`config.mk`:
```
export PLATFORM = sky130hd
export DESIGN_NAME = mem_stage_flat
export DESIGN_NICKNAME = d
export VERILOG_FILES = /design/src/rtl/mem_stage_if.sv /design/src/rtl/mem_stage.sv /design/src/flat_wrapper.sv
export SDC_FILE = /design/constraint.sdc
export NUM_CORES = 1
export LEC_CHECK = 0
export ABC_AREA = 0
export CELL_PAD_IN_SITES_DETAIL_PLACEMENT = 1
export CELL_PAD_IN_SITES_GLOBAL_PLACEMENT = 2
export CORE_MARGIN = 1.5
export CORE_UTILIZATION = 19
export DETAILED_ROUTE_END_ITERATION = 16
export PLACE_DENSITY_LB_ADDON = 0.08
export REMOVE_ABC_BUFFERS = 1
export SETUP_SLACK_MARGIN = 0.2
export SYNTH_ARGS = -nofsm -noshare
export SYNTH_HDL_FRONTEND = slang
export SYNTH_SLANG_ARGS = --single-unit
```
`constraint.sdc`:
```
create_clock -name clk -period 5.91 [get_ports clk]
set_input_delay 1.4775 -clock clk [delete_from_list [all_inputs] [get_ports clk]]
set_output_delay 1.4775 -clock clk [all_outputs]
set_load 0.02 [all_outputs]
```
`src/rtl/mem_stage_if.sv`:
```
// rtl/mem_stage_if.sv - data SRAM request/address-ok/data-ok bus between mem_stage and memory
// master: data_req, data_wr, data_size, data_addr, data_wstrb, data_wdata out; data_addr_ok, data_data_ok, data_rdata in
// slave:  mirror image of master
interface mem_stage_if;
    logic        data_req;
    logic        data_wr;
    logic [1:0]  data_size;
    logic [31:0] data_addr;
    logic [3:0]  data_wstrb;
    logic [31:0] data_wdata;
    logic        data_addr_ok;
    logic        data_data_ok;
    logic [31:0] data_rdata;

    modport master (
        output data_req,
        output data_wr,
        output data_size,
        output data_addr,
        output data_wstrb,
        output data_wdata,
        input  data_addr_ok,
        input  data_data_ok,
        input  data_rdata
    );

    modport slave (
        input  data_req,
        input  data_wr,
        input  data_size,
        input  data_addr,
        input  data_wstrb,
        input  data_wdata,
        output data_addr_ok,
        output data_data_ok,
        output data_rdata
    );
endinterface

```
`src/rtl/mem_stage.sv`:
```
// rtl/mem_stage.sv - memory-access pipeline stage with data SRAM handshake and MEM/WB register
// clk, rst           : clock, synchronous active-high reset
// mem_*              : registered EX/MEM bundle (held stable by upstream while mem_stall=1)
// dbus (master)      : data SRAM request/address-ok/data-ok bus
// mem_stall          : hold EX/MEM and upstream while an access is outstanding
// wb_*               : MEM/WB register feeding write-back and forwarding
module mem_stage (
    input  logic               clk,
    input  logic               rst,
    input  logic               mem_valid,
    input  logic               mem_ref_we,
    input  logic [4:0]         mem_rd,
    input  logic [31:0]        mem_alu_result,
    input  logic               mem_dram_re,
    input  logic               mem_dram_we,
    input  logic               mem_res_from_dram,
    input  logic [31:0]        mem_dram_waddr,
    input  logic [31:0]        mem_dram_wdata,
    input  logic [2:0]         mem_op,
    input  logic [31:0]        mem_pc,
    mem_stage_if.master        dbus,
    output logic               mem_stall,
    output logic               wb_valid,
    output logic               wb_ref_we,
    output logic [4:0]         wb_rd,
    output logic [31:0]        wb_wdata,
    output logic [31:0]        wb_pc
);

    typedef enum logic [1:0] {
        IDLE = 2'd0,
        REQ  = 2'd1,
        RESP = 2'd2
    } state_t;

    state_t state, state_next;

    logic        access;
    logic        resp_done;
    logic [31:0] addr_raw;
    logic [3:0]  store_strb;
    logic [31:0] store_data;
    logic [7:0]  ld_byte;
    logic [15:0] ld_half;
    logic [31:0] load_data;

    assign access    = mem_valid & (mem_dram_re | mem_dram_we);
    // data_ok only counts once the request has been accepted
    assign resp_done = (state == RESP) & dbus.data_data_ok;
    assign mem_stall = access & ~resp_done;

    always_ff @(posedge clk) begin
        if (rst) begin
            state <= IDLE;
        end else begin
            state <= state_next;
        end
    end

    always_comb begin
        state_next    = state;
        dbus.data_req = 1'b0;
        case (state)
            IDLE: begin
                if (access) begin
                    dbus.data_req = 1'b1;
                    state_next    = dbus.data_addr_ok ? RESP : REQ;
                end
            end
            REQ: begin
                dbus.data_req = 1'b1;
                if (dbus.data_addr_ok) begin
                    state_next = RESP;
                end
            end
            RESP: begin
                if (dbus.data_data_ok) begin
                    state_next = IDLE;
                end
            end
            default: state_next = IDLE;
        endcase
        // No request may leave the stage while reset is held, whatever the state register says
        if (rst) begin
            dbus.data_req = 1'b0;
        end
    end

    assign addr_raw = mem_dram_we ? mem_dram_waddr : mem_alu_result;

    always_comb begin
        case (mem_op[1:0])
            2'd0:    dbus.data_addr = addr_raw;
            2'd1:    dbus.data_addr = {addr_raw[31:1], 1'b0};
            default: dbus.data_addr = {addr_raw[31:2], 2'b00};
        endcase
    end

    assign dbus.data_wr   = mem_dram_we;
    assign dbus.data_size = mem_op[1:0];

    always_comb begin
        store_strb = 4'b1111;
        store_data = mem_dram_wdata;
        case (mem_op[1:0])
            2'd0: begin
                store_strb = 4'b0001 << addr_raw[1:0];
                store_data = {4{mem_dram_wdata[7:0]}};
            end
            2'd1: begin
                store_strb = addr_raw[1] ? 4'b1100 : 4'b0011;
                store_data = {2{mem_dram_wdata[15:0]}};
            end
            default: begin
                store_strb = 4'b1111;
                store_data = mem_dram_wdata;
            end
        endcase
    end

    assign dbus.data_wstrb = mem_dram_we ? store_strb : 4'b0000;
    assign dbus.data_wdata = store_data;

    always_comb begin
        case (addr_raw[1:0])
            2'd0:    ld_byte = dbus.data_rdata[7:0];
            2'd1:    ld_byte = dbus.data_rdata[15:8];
            2'd2:    ld_byte = dbus.data_rdata[23:16];
            default: ld_byte = dbus.data_rdata[31:24];
        endcase
        ld_half = addr_raw[1] ? dbus.data_rdata[31:16] : dbus.data_rdata[15:0];
        case (mem_op[1:0])
            2'd0:    load_data = mem_op[2] ? {24'd0, ld_byte} : {{24{ld_byte[7]}}, ld_byte};
            2'd1:    load_data = mem_op[2] ? {16'd0, ld_half} : {{16{ld_half[15]}}, ld_half};
            default: load_data = dbus.data_rdata;
        endcase
    end

    always_ff @(posedge clk) begin
        if (rst) begin
            wb_valid  <= 1'b0;
            wb_ref_we <= 1'b0;
            wb_rd     <= 5'd0;
            wb_wdata  <= 32'd0;
            wb_pc     <= 32'd0;
        end else if (mem_stall | ~mem_valid) begin
            wb_valid  <= 1'b0;
            wb_ref_we <= 1'b0;
        end else begin
            wb_valid  <= 1'b1;
            wb_ref_we <= mem_ref_we;
            wb_rd     <= mem_rd;
            wb_pc     <= mem_pc;
            wb_wdata  <= mem_res_from_dram ? load_data : mem_alu_result;
        end
    end

endmodule

```
`src/flat_wrapper.sv`:
```
// flat-port wrapper written by rule: the top's interface ports become plain ports
module mem_stage_flat 
  (clk, rst, mem_valid, mem_ref_we, mem_rd, mem_alu_result, mem_dram_re, mem_dram_we, mem_res_from_dram, mem_dram_waddr, mem_dram_wdata, mem_op, mem_pc, mem_stall, wb_valid, wb_ref_we, wb_rd, wb_wdata, wb_pc, dbus_data_req, dbus_data_wr, dbus_data_size, dbus_data_addr, dbus_data_wstrb, dbus_data_wdata, dbus_data_addr_ok, dbus_data_data_ok, dbus_data_rdata);
  mem_stage_if dbus_i ();
  input  logic clk;
  input  logic rst;
  input  logic mem_valid;
  input  logic mem_ref_we;
  input  logic [4:0] mem_rd;
  input  logic [31:0] mem_alu_result;
  input  logic mem_dram_re;
  input  logic mem_dram_we;
  input  logic mem_res_from_dram;
  input  logic [31:0] mem_dram_waddr;
  input  logic [31:0] mem_dram_wdata;
  input  logic [2:0] mem_op;
  input  logic [31:0] mem_pc;
  output logic mem_stall;
  output logic wb_valid;
  output logic wb_ref_we;
  output logic [4:0] wb_rd;
  output logic [31:0] wb_wdata;
  output logic [31:0] wb_pc;
  output wire logic [$bits(dbus_i.data_req)-1:0] dbus_data_req;
  output wire logic [$bits(dbus_i.data_wr)-1:0] dbus_data_wr;
  output wire logic [$bits(dbus_i.data_size)-1:0] dbus_data_size;
  output wire logic [$bits(dbus_i.data_addr)-1:0] dbus_data_addr;
  output wire logic [$bits(dbus_i.data_wstrb)-1:0] dbus_data_wstrb;
  output wire logic [$bits(dbus_i.data_wdata)-1:0] dbus_data_wdata;
  input wire logic [$bits(dbus_i.data_addr_ok)-1:0] dbus_data_addr_ok;
  input wire logic [$bits(dbus_i.data_data_ok)-1:0] dbus_data_data_ok;
  input wire logic [$bits(dbus_i.data_rdata)-1:0] dbus_data_rdata;
  assign dbus_data_req = dbus_i.data_req;
  assign dbus_data_wr = dbus_i.data_wr;
  assign dbus_data_size = dbus_i.data_size;
  assign dbus_data_addr = dbus_i.data_addr;
  assign dbus_data_wstrb = dbus_i.data_wstrb;
  assign dbus_data_wdata = dbus_i.data_wdata;
  assign dbus_i.data_addr_ok = dbus_data_addr_ok;
  assign dbus_i.data_data_ok = dbus_data_data_ok;
  assign dbus_i.data_rdata = dbus_data_rdata;
  mem_stage u_core (.clk(clk), .rst(rst), .mem_valid(mem_valid), .mem_ref_we(mem_ref_we), .mem_rd(mem_rd), .mem_alu_result(mem_alu_result), .mem_dram_re(mem_dram_re), .mem_dram_we(mem_dram_we), .mem_res_from_dram(mem_res_from_dram), .mem_dram_waddr(mem_dram_waddr), .mem_dram_wdata(mem_dram_wdata), .mem_op(mem_op), .mem_pc(mem_pc), .dbus(dbus_i), .mem_stall(mem_stall), .wb_valid(wb_valid), .wb_ref_we(wb_ref_we), .wb_rd(wb_rd), .wb_wdata(wb_wdata), .wb_pc(wb_pc));
endmodule
```
==> summary.md, run 1 <==
| Metric | Value |
|---|---|
| Status | complete, no violations |
| Finished Core Util | 35.88% |
| Final ANT Viol Nets | 0 |
| Net Switching | 0.0004917 W |
| Final WS setup | 612.1 ps |
| Placed instance area | 7572 µm² |
| Root buffer cell | clkbuf_16 |
| Synth Flop Type | dfxtp_1 |
| PostCTS Resize Cnt | 0 |
| Worst EP required | 4430 ps |
| Max IR drop VDD | 0.1286 mV |
| Asr flop ratio synth | 0% |
| Worst Setup End Kind | output pin |
| Switching portion of total power | 29.88% |
| Hold depth | 2 |
| HP Class | flop to flop |
| Post-Synthesis Cells | ~520 |
| Post-placement worst setup slack | 608.5 ps |
| # hold bufs at CTS | 0 |
| Drt via density | 4.568 |
| Share of cells above drive strength 1 | 12.24% |
| First-pass GRT wire length | 31,840 µm |
| Clock buffer depth | 2 |
| Slew Viols, Final | 0 |
| FF-to-FF setup slack | 3920 ps |
| Clock share of power | 37.2% |
| Final hold violations | 0 |
| Setup_tns | 0 ps |
| Hold path startpoint | u_core.wb_wdata[0] |
| Gr ovfl total | 0 |
| Design area | 7903 µm² |
| DRC Markers | 0 |
| Rel. slew slack | 25.96% |
| Postcts setup bufs | 0 |
| Mapped cell area | 4298 µm² |
| H-tree levels | 3 |
| Router iterations before antenna repair | 4 |
| DRT iter0 DRCs | ~180 |
| Largest net degree at the start of global routing | 54 |
| Max-cap viol count | 0 |
| Metal1 wirelength | approximately 8600 µm |
| Synth-to-Final Area Change | 83.87% |
| Seq/Total Area, Yosys | ~34% |
| Initial core utilization | 19.51% |
| Rows | 54 |
| Crit start category | input pin |
| I/O Pins | 321 |
| Post-synth EDFFs | 0 |
| Logic pwr share | 30.9% |
| Setup violations, final | 0 |
| Flop pwr share | 31.9% |
| FF-to-FF path depth | 5 |
| Synthesized area per cell | 8.313 µm² |
| Total wire length | around 21,000 µm |
| WL/cell | between 15 and 20 µm |
| Clock slew at reported path FFs | approximately 60 ps |
| Met3 Wirelength | 1363 µm |
| Met2 Wirelength | 10,620 µm |
| Post-synth cell types | 46 |
| Crit Path Max Fanout | 9 |
| Cell Pwr Density | ~210 nW/µm² |
| Reg2Reg Capture Point | u_core.wb_wdata[16] |
| Internal | 0.001154 W |
| Vert. Die Dim | 153.4 µm |
| Vias | 4,984 |
| Highest routed layer | met4 |
| Synth Warn # | 0 |
| Fin Clk Skew | a little under 7 ps |
| HPWL Detailed | 15,740 µm |
| Lkg Pwr | 2.849 nW |
| Clock buffer count from CTS | 9 |
| Die ar. | 23,530 µm² |
| Initial antenna violation count | 2 |
| Hold WS | 440.2 ps |
| Crit Path Category | input pin to output pin |
| Fmax achieved | between 150 and 200 MHz |
| CTS Sinks | 73 |
| Skew-Pair Late Insertion Delay | 340 ps |
| IO Port Bufs | 320 |
| Reg2reg start | u_core.state[0] |
| Number of global-route vias before repair | about 5,400 |
| TritonCTS clock tree | done |
| Slew @ Worst Pin | 1109 ps |
| Synth Register Bits | 73 |
| Die width | ~150 µm |
| Nets | 981 |
| Tcrit/Tclk final | 89.64% |
| Total track usage | 17.55% |
| RSZ-0062 raised after global routing | false |
| Critical path arrival | 3820 ps |
| Placer Congestion | 0.6954 |
| WHS Endpoint | u_core.wb_wdata[0] |
| Core Area | 22,030 µm² |
| Tmin final | 5298 ps |
## power by group through the flow
stage          logic (W)  clock network (W)  registers (W)
2_1_floorplan   0.000164                  0       0.000562
3_3_place_gp    0.000509                  0       0.000536
5_1_grt         0.000543           0.000659       0.000529
6_report        0.000508           0.000612       0.000526
4_1_cts         0.000516           0.000637       0.000526
3_5_place_dp    0.000513                  0       0.000537
## logic make-up (layout without fill, tap and decap cells)
family,count (synthesis),after routing,share of synthesized area (%)
and+or+nand+nor,173,173,16.77
AOI/OAI and AO/OA,143,143,22.94
DFF,73,73,34.00
muxes,69,69,17.82
buffers and inverters,59,351,8.471
other,0,2,0
## Yosys cell counts, drive strengths merged, types with 5 or more instances
cell type,instances,area (µm²)
nand2,135,514.2
dfxtp,73,1461
a21oi,50,250.2
mux2,47,533.0
o21ai,33,210.2
buf,27,195.2
mux2i,22,232.7
clkbuf,21,92.59
o22ai,18,112.6
o221ai,15,131.4
nor2,13,48.80
a221oi,8,70.07
nor2b,7,43.79
inv,5,18.77
## final cells by class
class	instances	area (µm²)
Sequential cell	73	1461
Inverter	5	18.77
Antenna cell	2	5.005
Clock inverter	7	100.1
Clock buffer	9	225.2
Fill cell	2545	14120
Multi-Input combinational cell	385	2484
Timing Repair Buffer	330	3258
Tap cell	280	350.3
## placed cells by master (no fill, tap or decap), types with 4 or more instances in the layout
cell / Yosys / final
clkdlybuf4s50_1: 0 / 316
nand2_1: 134 / 134
dfxtp_1: 73 / 73
a21oi_1: 50 / 50
mux2_2: 46 / 46
mux2i_1: 21 / 21
o21ai_0: 21 / 21
o22ai_1: 18 / 18
o221ai_1: 15 / 15
nor2_1: 13 / 12
o21ai_2: 12 / 11
buf_4: 11 / 10
clkbuf_16: 0 / 9
a221oi_1: 8 / 8
nor2b_1: 7 / 7
inv_1: 5 / 5
or3_1: 4 / 4
nand3_1: 4 / 4
o211ai_1: 4 / 4
o2111ai_1: 4 / 4
buf_2: 9 / 4
## metal layers
layer  up-vias  global-route usage (%)
met1      2388                   20.19
met2       171                   31.41
met5         -                       0
met4         0                   5.363
met3        17                   4.933
li1       2408                       -
## critical path, cell delays in order
cell             delay, ps
clkdlybuf4s50_1        500
mux2i_1                470
nand2b_1               490
nand2_1                130
nor2_1                 130
clkdlybuf4s50_1        610
## worst max-delay path by stage
| stage | start | endpoint | cells after the start |
|---|---|---|---|
| floorplan | mem_dram_we | dbus_data_wstrb[0] | 3 |
| global placement | mem_dram_waddr[0] | dbus_data_wstrb[0] | 6 |
| detailed placement | mem_dram_waddr[0] | dbus_data_wstrb[0] | 6 |
| CTS | mem_dram_waddr[0] | dbus_data_wstrb[0] | 6 |
| global route | mem_dram_waddr[0] | dbus_data_wstrb[0] | 6 |
| finish | mem_dram_waddr[0] | dbus_data_wstrb[0] | 6 |
## metrics by stage
step / std cells / power, W
4_1_cts: 1089 / 0.001679
3_3_place_gp: 1073 / 0.001045
5_1_grt: 1091 / 0.001731
6_report: 1091 / 0.001645
3_5_place_dp: 1073 / 0.001050
2_1_floorplan: 463 / 0.0007265
## flip-flops by register name (all words and copies together) (netlist names)
signal	count
u_core.wb_wdata	32
u_core.wb_valid	1
u_core.state	2
u_core.wb_rd	5
u_core.wb_pc	32
u_core.wb_ref_we	1
Power figures use the tool's default switching activity.
==> run 2: changes to the inputs <==
CORE_UTILIZATION = 17   (was 19)
clock period = 5.5 ns   (was 5.91 ns; I/O delays follow)
==> run 2 against run 1 <==
Critical path type unchanged; clock skew about the same; clock-buffer cell count up 1; via count up 0.24%.
==> summary.md, run 2 (synthesized netlist as in run 1, its figures left out) <==
| Metric | Value |
|---|---|
| HP Class | flop to flop (unchanged) |
| First-pass GRT wire length | 33,370 µm (was 31,840 µm) |
| Core Area | 24,960 µm² (was 22,030 µm²) |
| RSZ-0062 raised after global routing | false (unchanged) |
| Commonest non-fill, non-tap cell in the layout | clkdlybuf4s50_1 (unchanged) |
| Max IR drop VDD | 0.09687 mV (was 0.1286 mV) |
| Top flop regs | u_core.wb_pc (32), u_core.wb_wdata (32), u_core.wb_rd (5) (unchanged) |
| HPWL Detailed | 16,740 µm (was 15,740 µm) |
| Clock buffer depth | 2 (unchanged) |
| Max stage delay on crit path | 610 ps (about the same) |
| TritonCTS clock tree | done (unchanged) |
| Skew-Pair Late Insertion Delay | 340 ps (about the same) |
| Tcrit/Tclk final | 87.10% |
| Fmax achieved | 208.8 MHz |
| Final ANT Viol Nets | 0 (unchanged) |
| Root buffer cell | clkbuf_16 (unchanged) |
| CP startpoint | mem_alu_result[0] (was mem_dram_waddr[0]) |
| Placer Congestion | 0.7343 (was 0.6954) |
| Lkg Pwr | 2.861 nW (was 2.849 nW) |
| # hold bufs at CTS | 0 (unchanged) |
| Slew @ Worst Pin | 1111 ps (was 1109 ps) |
| CTS Sinks | 73 (unchanged) |
| Rows | 58 (was 54) |
| Final WS setup | 709.7 ps (was 612.1 ps) |
| Final hold violations | 0 (unchanged) |
| Postcts setup bufs | 0 (unchanged) |
| Critical path arrival | 3420 ps (was 3820 ps) |
| DRC Markers | 0 (unchanged) |
| Total track usage | 16.81% (was 17.55%) |
| Reg2reg start | u_core.state[0] (unchanged) |
| Crit path cell chain | clkdlybuf4s50_1 -> mux2i_1 -> nand2b_1 -> nand2_1 -> nor2_1 -> clkdlybuf4s50_1 (unchanged) |
| WL/cell | 19.18 µm (was 19.20 µm) |
| Clock slew at reported path FFs | 60 ps (about the same) |
| Crit Path Category | input pin to output pin (unchanged) |
| Total wire length | 21,940 µm (was 20,940 µm) |
| Initial antenna violation count | 1 (was 2) |
| I/O Pins | 321 (unchanged) |
| Hold path startpoint | u_core.wb_wdata[1] (was u_core.wb_wdata[0]) |
| Die width | 162 µm (was 153.4 µm) |
| Crit start category | input pin (unchanged) |
| IO Port Bufs | 320 (unchanged) |
| Worst EP required | 4120 ps (was 4430 ps) |
| PostCTS Resize Cnt | 0 (unchanged) |
| Router iterations before antenna repair | 4 (unchanged) |
| Vert. Die Dim | 162 µm (was 153.4 µm) |
| Drt via density | 4.367 (was 4.568) |
| Setup_tns | 0 ps (unchanged) |
| Cell Pwr Density | 222.5 nW/µm² (was 208.2 nW/µm²) |
| Gr ovfl total | 0 (unchanged) |
| H-tree levels | 3 (unchanged) |
| Initial core utilization | 17.22% (was 19.51%) |
| Worst Setup End Kind | output pin (unchanged) |
| Max-cap viol count | 0 (unchanged) |
| Post-placement worst setup slack | 689.5 ps (was 608.5 ps) |
| Slew Viols, Final | 0 (unchanged) |
| Rel. slew slack | 25.83% (was 25.96%) |
| Clock buffer count from CTS | 9 (unchanged) |
| Synth-to-Final Area Change | 85.82% (was 83.87%) |
| Vias | 4,996 (was 4,984) |
| Die ar. | 26,240 µm² (was 23,530 µm²) |
| Share of cells above drive strength 1 | 12.55% (was 12.24%) |
| DRT iter0 DRCs | 193 (was 177) |
| Commonest non-fill, non-tap cells in the layout | clkdlybuf4s50_1 (316), nand2_1 (134), dfxtp_1 (73), a21oi_1 (50), mux2_2 (46) (unchanged) |
| Nets | 985 (was 981) |
| CP dominant cell by count | clkdlybuf4s50_1 (unchanged) |
| Fin Clk Skew | 6.803 ps (was 6.886 ps) |
| Number of global-route vias before repair | 5,631 (was 5,377) |
| Largest net degree at the start of global routing | 54 (unchanged) |
| Crit Path Max Fanout | 9 (unchanged) |
| Status | complete, no violations (unchanged) |
| Slowest CP cell | clkdlybuf4s50_1 (unchanged) |
| Setup violations, final | 0 (unchanged) |
| Tmin final | 4790 ps |
## run 2: final cells by class
class                      count  area (µm²)
clock buffer                  10       229.0
multi-input combinational    385        2484
inverter                       5       18.77
clock inverter                 6       90.09
tap                          330       412.9
antenna                        1       2.502
sequential                    73        1461
fill                        2943       16980
timing repair buffer         334        3288
## run 2: power breakdown
part | switching, W | internal [W] | leakage [nW] | total, W
sequential | 0.0000123 | 0.000553 | 0.594 | 0.000565
clock | 0.000262 | 0.000401 | 0.153 | 0.000662
combinational | 0.000262 | 0.000288 | 2.11 | 0.000550
total | 0.000536 | 0.00124 | 2.86 | 0.00178
## run 2: stage by stage
step	hold slack (ps)	std cells	utilization (%)	area [µm²]	total power, W
final	440.8	1144	31.99	7986	0.001777
after global placement	426.5	1127	30.70	7665	0.001129
after floorplan	507.8	463	-	3953	0.0007807
after detailed placement	436.8	1127	30.70	7665	0.001135
after CTS	444.6	1143	31.98	7984	0.001814
after global routing	466.7	1144	31.99	7986	0.001869
## run 2: final timing paths
kind | slack, ps | depth (start not counted) | endpoint
max | 710 | 6 | dbus_data_wstrb[0]
min | 440 | 2 | u_core.wb_wdata[1]
max reg2reg | 3510 | 5 | u_core.wb_wdata[28]
min reg2reg | 440 | 2 | u_core.wb_wdata[1]
## run 2: layer usage
layer | GRT usage (%) | part of all wire [%] | vias to the layer above
li1 | - | - | 2415
met1 | 18.77 | 40 | 2374
met2 | 30.88 | 51 | 186
met3 | 4.699 | 7.0 | 21
met4 | 4.962 | 1.5 | 0
met5 | 0 | 0 | -
## run 2: worst max-delay path, delay by kind of cell
kind,cells,cell delay [ps]
multiplexers,1,220
AND/OR/NAND/NOR,3,700
buffers and inverters,2,1120
==> run 3: changes to the inputs <==
CORE_AREA = 2 2 123 125   (was not set)
CORE_MARGIN = not set   (was 1.5)
CORE_UTILIZATION = not set   (was 17)
DIE_AREA = 0 0 125 127   (was not set)
DONT_BUFFER_PORTS = 1   (was not set)
==> run 3 against run 2 <==
Critical endpoint unchanged; flip-flop and latch count stayed put; worst hold slack better by 110 ps; die area is 40% lower; via count is 24% lower; largest power group is now registers; global-route usage is 2.8 points higher; total power is 24% lower; sequential share of layout area is 14 points higher.
==> summary.md, run 3 (synthesized netlist as in run 1, its figures left out) <==
| Metric | Value |
|---|---|
| Post-placement worst setup slack | 1470 ps (was 689.5 ps) |
| Number of global-route vias before repair | 3,804 (was 5,631) |
| Rel. slew slack | 31.00% (was 25.83%) |
| Worst path top cell family by delay | simple AND/OR/NAND/NOR gates (was buffers and inverters) |
| Crit Path Category | input pin to output pin (unchanged) |
| Slowest CP cell | nand2b_1 (was clkdlybuf4s50_1) |
| FF-to-FF path depth | 5 (unchanged) |
| Clock share of power | 40.3% (was 37.3%) |
| CP startpoint | mem_dram_we (was mem_alu_result[0]) |
| Die ar. | 15,880 µm² (was 26,240 µm²) |
| Share of cells above drive strength 1 | 17.84% (was 12.55%) |
| Flop pwr share | 44.3% (was 31.8%) |
| HPWL Detailed | 11,760 µm (was 16,740 µm) |
| Register area | 1461 µm² (unchanged) |
| Metal1 wirelength | 6186 µm (was 8764 µm) |
| IO Port Bufs | 0 (was 320) |
| Commonest non-fill, non-tap cell in the layout | nand2_1 (was clkdlybuf4s50_1) |
| Internal | 0.0009445 W (was 0.001241 W) |
| Tmin final | 4031 ps (was 4790 ps) |
| # hold bufs at CTS | 0 (unchanged) |
| Root buffer cell | clkbuf_16 (unchanged) |
| Worst path bufs/invs | 0 (was 2) |
| Worst EP required | 4120 ps (about the same) |
| Finished Core Util | 31.12% (was 31.99%) |
| PostCTS Resize Cnt | 0 (unchanged) |
| Status | complete, no violations (unchanged) |
| Drt via density | 5.665 (was 4.367) |
| Final WS setup | 1469 ps (was 709.7 ps) |
| Reg2Reg Capture Point | u_core.wb_wdata[11] (was u_core.wb_wdata[28]) |
| First-pass GRT wire length | 23,790 µm (was 33,370 µm) |
| Vert. Die Dim | 127 µm (was 162 µm) |
| Gr ovfl total | 0 (unchanged) |
| TritonCTS clock tree | done (unchanged) |
| Logic pwr share | 15.5% (was 30.9%) |
| Clock buffer depth | 2 (unchanged) |
| FF-to-FF setup slack | 3550 ps (was 3510 ps) |
| Crit start category | input pin (unchanged) |
| Total track usage | 19.64% (was 16.81%) |
| DRT iter0 DRCs | 213 (was 193) |
| Fill cells | 1,723 (was 2,943) |
| Core Area | 14,420 µm² (was 24,960 µm²) |
| Postcts setup bufs | 0 (unchanged) |
| Cell Pwr Density | 301.9 nW/µm² (was 222.5 nW/µm²) |
| WL/cell | 24.32 µm (was 19.18 µm) |
| Critical path depth | 4 (was 6) |
| Top flop regs | u_core.wb_pc (32), u_core.wb_wdata (32), u_core.wb_rd (5) (unchanged) |
| Skew-Pair Late Insertion Delay | 340 ps (about the same) |
| Nets | 655 (was 985) |
| Synth-to-Final Area Change | 4.425% (was 85.82%) |
| DP Cell Count | 651 (was 1,127) |
| Lkg Pwr | 1.570 nW (was 2.861 nW) |
| Placer Congestion | 0.7209 (was 0.7343) |
| Crit path cell chain | mux2i_1 -> nand2b_1 -> nand2_1 -> nor2_1 (was clkdlybuf4s50_1 -> mux2i_1 -> nand2b_1 -> nand2_1 -> nor2_1 -> clkdlybuf4s50_1) |
| Switching portion of total power | 30.29% (was 30.16%) |
| Highest routed layer | met4 (unchanged) |
| DRC Markers | 0 (unchanged) |
| RSZ-0062 raised after global routing | false (unchanged) |
| Max-cap viol count | 0 (unchanged) |
| Critical path endpoint | dbus_data_wstrb[0] (unchanged) |
| Tcrit/Tclk final | 73.29% (was 87.10%) |
| Clock slew at reported path FFs | 60 ps (about the same) |
| Router iterations before antenna repair | 4 (unchanged) |
| Reg2reg start | u_core.state[0] (unchanged) |
| Critical path arrival | 2660 ps (was 3420 ps) |
| Met2 Wirelength | 8613 µm (was 11,300 µm) |
| Setup violations, final | 0 (unchanged) |
| Fin Clk Skew | 4.642 ps (was 6.803 ps) |
| Multi-input logic area | 2484 µm² (unchanged) |
| Met3 Wirelength | 1223 µm (was 1544 µm) |
| Max IR drop VDD | 0.1388 mV (was 0.09687 mV) |
| Vias | 3,773 (was 4,996) |
| Slew Viols, Final | 0 (unchanged) |
| Final hold violations | 0 (unchanged) |
| Commonest non-fill, non-tap cells in the layout | nand2_1 (134), dfxtp_1 (73), a21oi_1 (50), mux2_2 (46) (was clkdlybuf4s50_1 (316), nand2_1 (134), dfxtp_1 (73), a21oi_1 (50), mux2_2 (46)) |
| H-tree levels | 3 (unchanged) |
| HP Class | flop to flop (unchanged) |
| Die width | 125 µm (was 162 µm) |
| Initial antenna violation count | 0 (was 1) |
| Worst Setup End Kind | output pin (unchanged) |
| Final ANT Viol Nets | 0 (unchanged) |
| Rows | 44 (was 58) |
| Clock buffer count from CTS | 9 (unchanged) |
| Total power draw | 0.001355 W (was 0.001777 W) |
| Crit Path Max Fanout | 43 (was 9) |
| Max stage delay on crit path | 430 ps (was 610 ps) |
| Net Switching | 0.0004105 W (was 0.0005359 W) |
| Slew @ Worst Pin | 1034 ps (was 1111 ps) |
| Non-Filler Instances | 666 (was 1,144) |
| Setup_tns | 0 ps (unchanged) |
| CTS Sinks | 73 (unchanged) |
| ANT cells | 0 (was 1) |
| I/O Pins | 321 (unchanged) |
| Initial core utilization | 29.80% (was 17.22%) |
| Largest net degree at the start of global routing | 55 (was 54) |
| Total wire length | 16,200 µm (was 21,940 µm) |
| Fmax achieved | 248.1 MHz (was 208.8 MHz) |
==> run 3: changes by cell type in the layout (fill, tap and decap cells not counted), moves of 2 or more <==
cell / delta
inv_6: -2
buf_2: -4
clkdlybuf4s50_1: -316
bufinv_16: -2
buf_4: -10
==> run 3: worst reg2reg max path, cell delays in order (launching register included) <==
cell      delay (ps)
dfxtp_1          340
and3b_1          230
o21ai_4          390
buf_4            490
nand2_1          130
a221oi_1         260
==> run 3: final cells by class <==
| class | count | area share (%) |
|---|---|---|
| sequential | 73 | 32.56 |
| inverter | 5 | 0.4182 |
| multi-input combinational | 385 | 55.34 |
| clock buffer | 12 | 5.492 |
| clock inverter | 3 | 0.3903 |
| tap | 184 | 5.130 |
| timing repair buffer | 4 | 0.6691 |
==> run 3: stage by stage <==
step / hold WS (ps) / instance area, µm²
after floorplan: 507.8 / 3953
after global placement: 536.9 / 4224
after detailed placement: 545.6 / 4224
after CTS: 553.8 / 4488
after global routing: 572.2 / 4488
final: 550.4 / 4488
==> run 3: worst min path at each step <==
stage,end,cells after the start,from
after floorplan,u_core.state[0],2,u_core.state[1]
after global placement,u_core.wb_wdata[4],2,u_core.wb_wdata[4]
after detailed placement,u_core.wb_wdata[3],2,u_core.wb_wdata[3]
after CTS,u_core.wb_wdata[3],2,u_core.wb_wdata[3]
after global routing,u_core.wb_wdata[1],2,u_core.wb_wdata[1]
final,u_core.wb_wdata[4],2,u_core.wb_wdata[4]
==> run 3: power by group through the flow <==
| stage | clock (W) | sequential [W] | combinational, W |
|---|---|---|---|
| 2_1_floorplan | 0 | 0.000604 | 0.000177 |
| 3_3_place_gp | 0 | 0.000612 | 0.000212 |
| 3_5_place_dp | 0 | 0.000612 | 0.000214 |
| 4_1_cts | 0.000572 | 0.000601 | 0.000214 |
| 5_1_grt | 0.000587 | 0.000602 | 0.000228 |
| 6_report | 0.000545 | 0.000600 | 0.000210 |
==> run 3: metal layers <==
layer	global-route usage, %	vias up
li1	-	1754
met1	21.58	1819
met2	36.73	189
met3	6.281	11
met4	4.771	0
met5	0	-
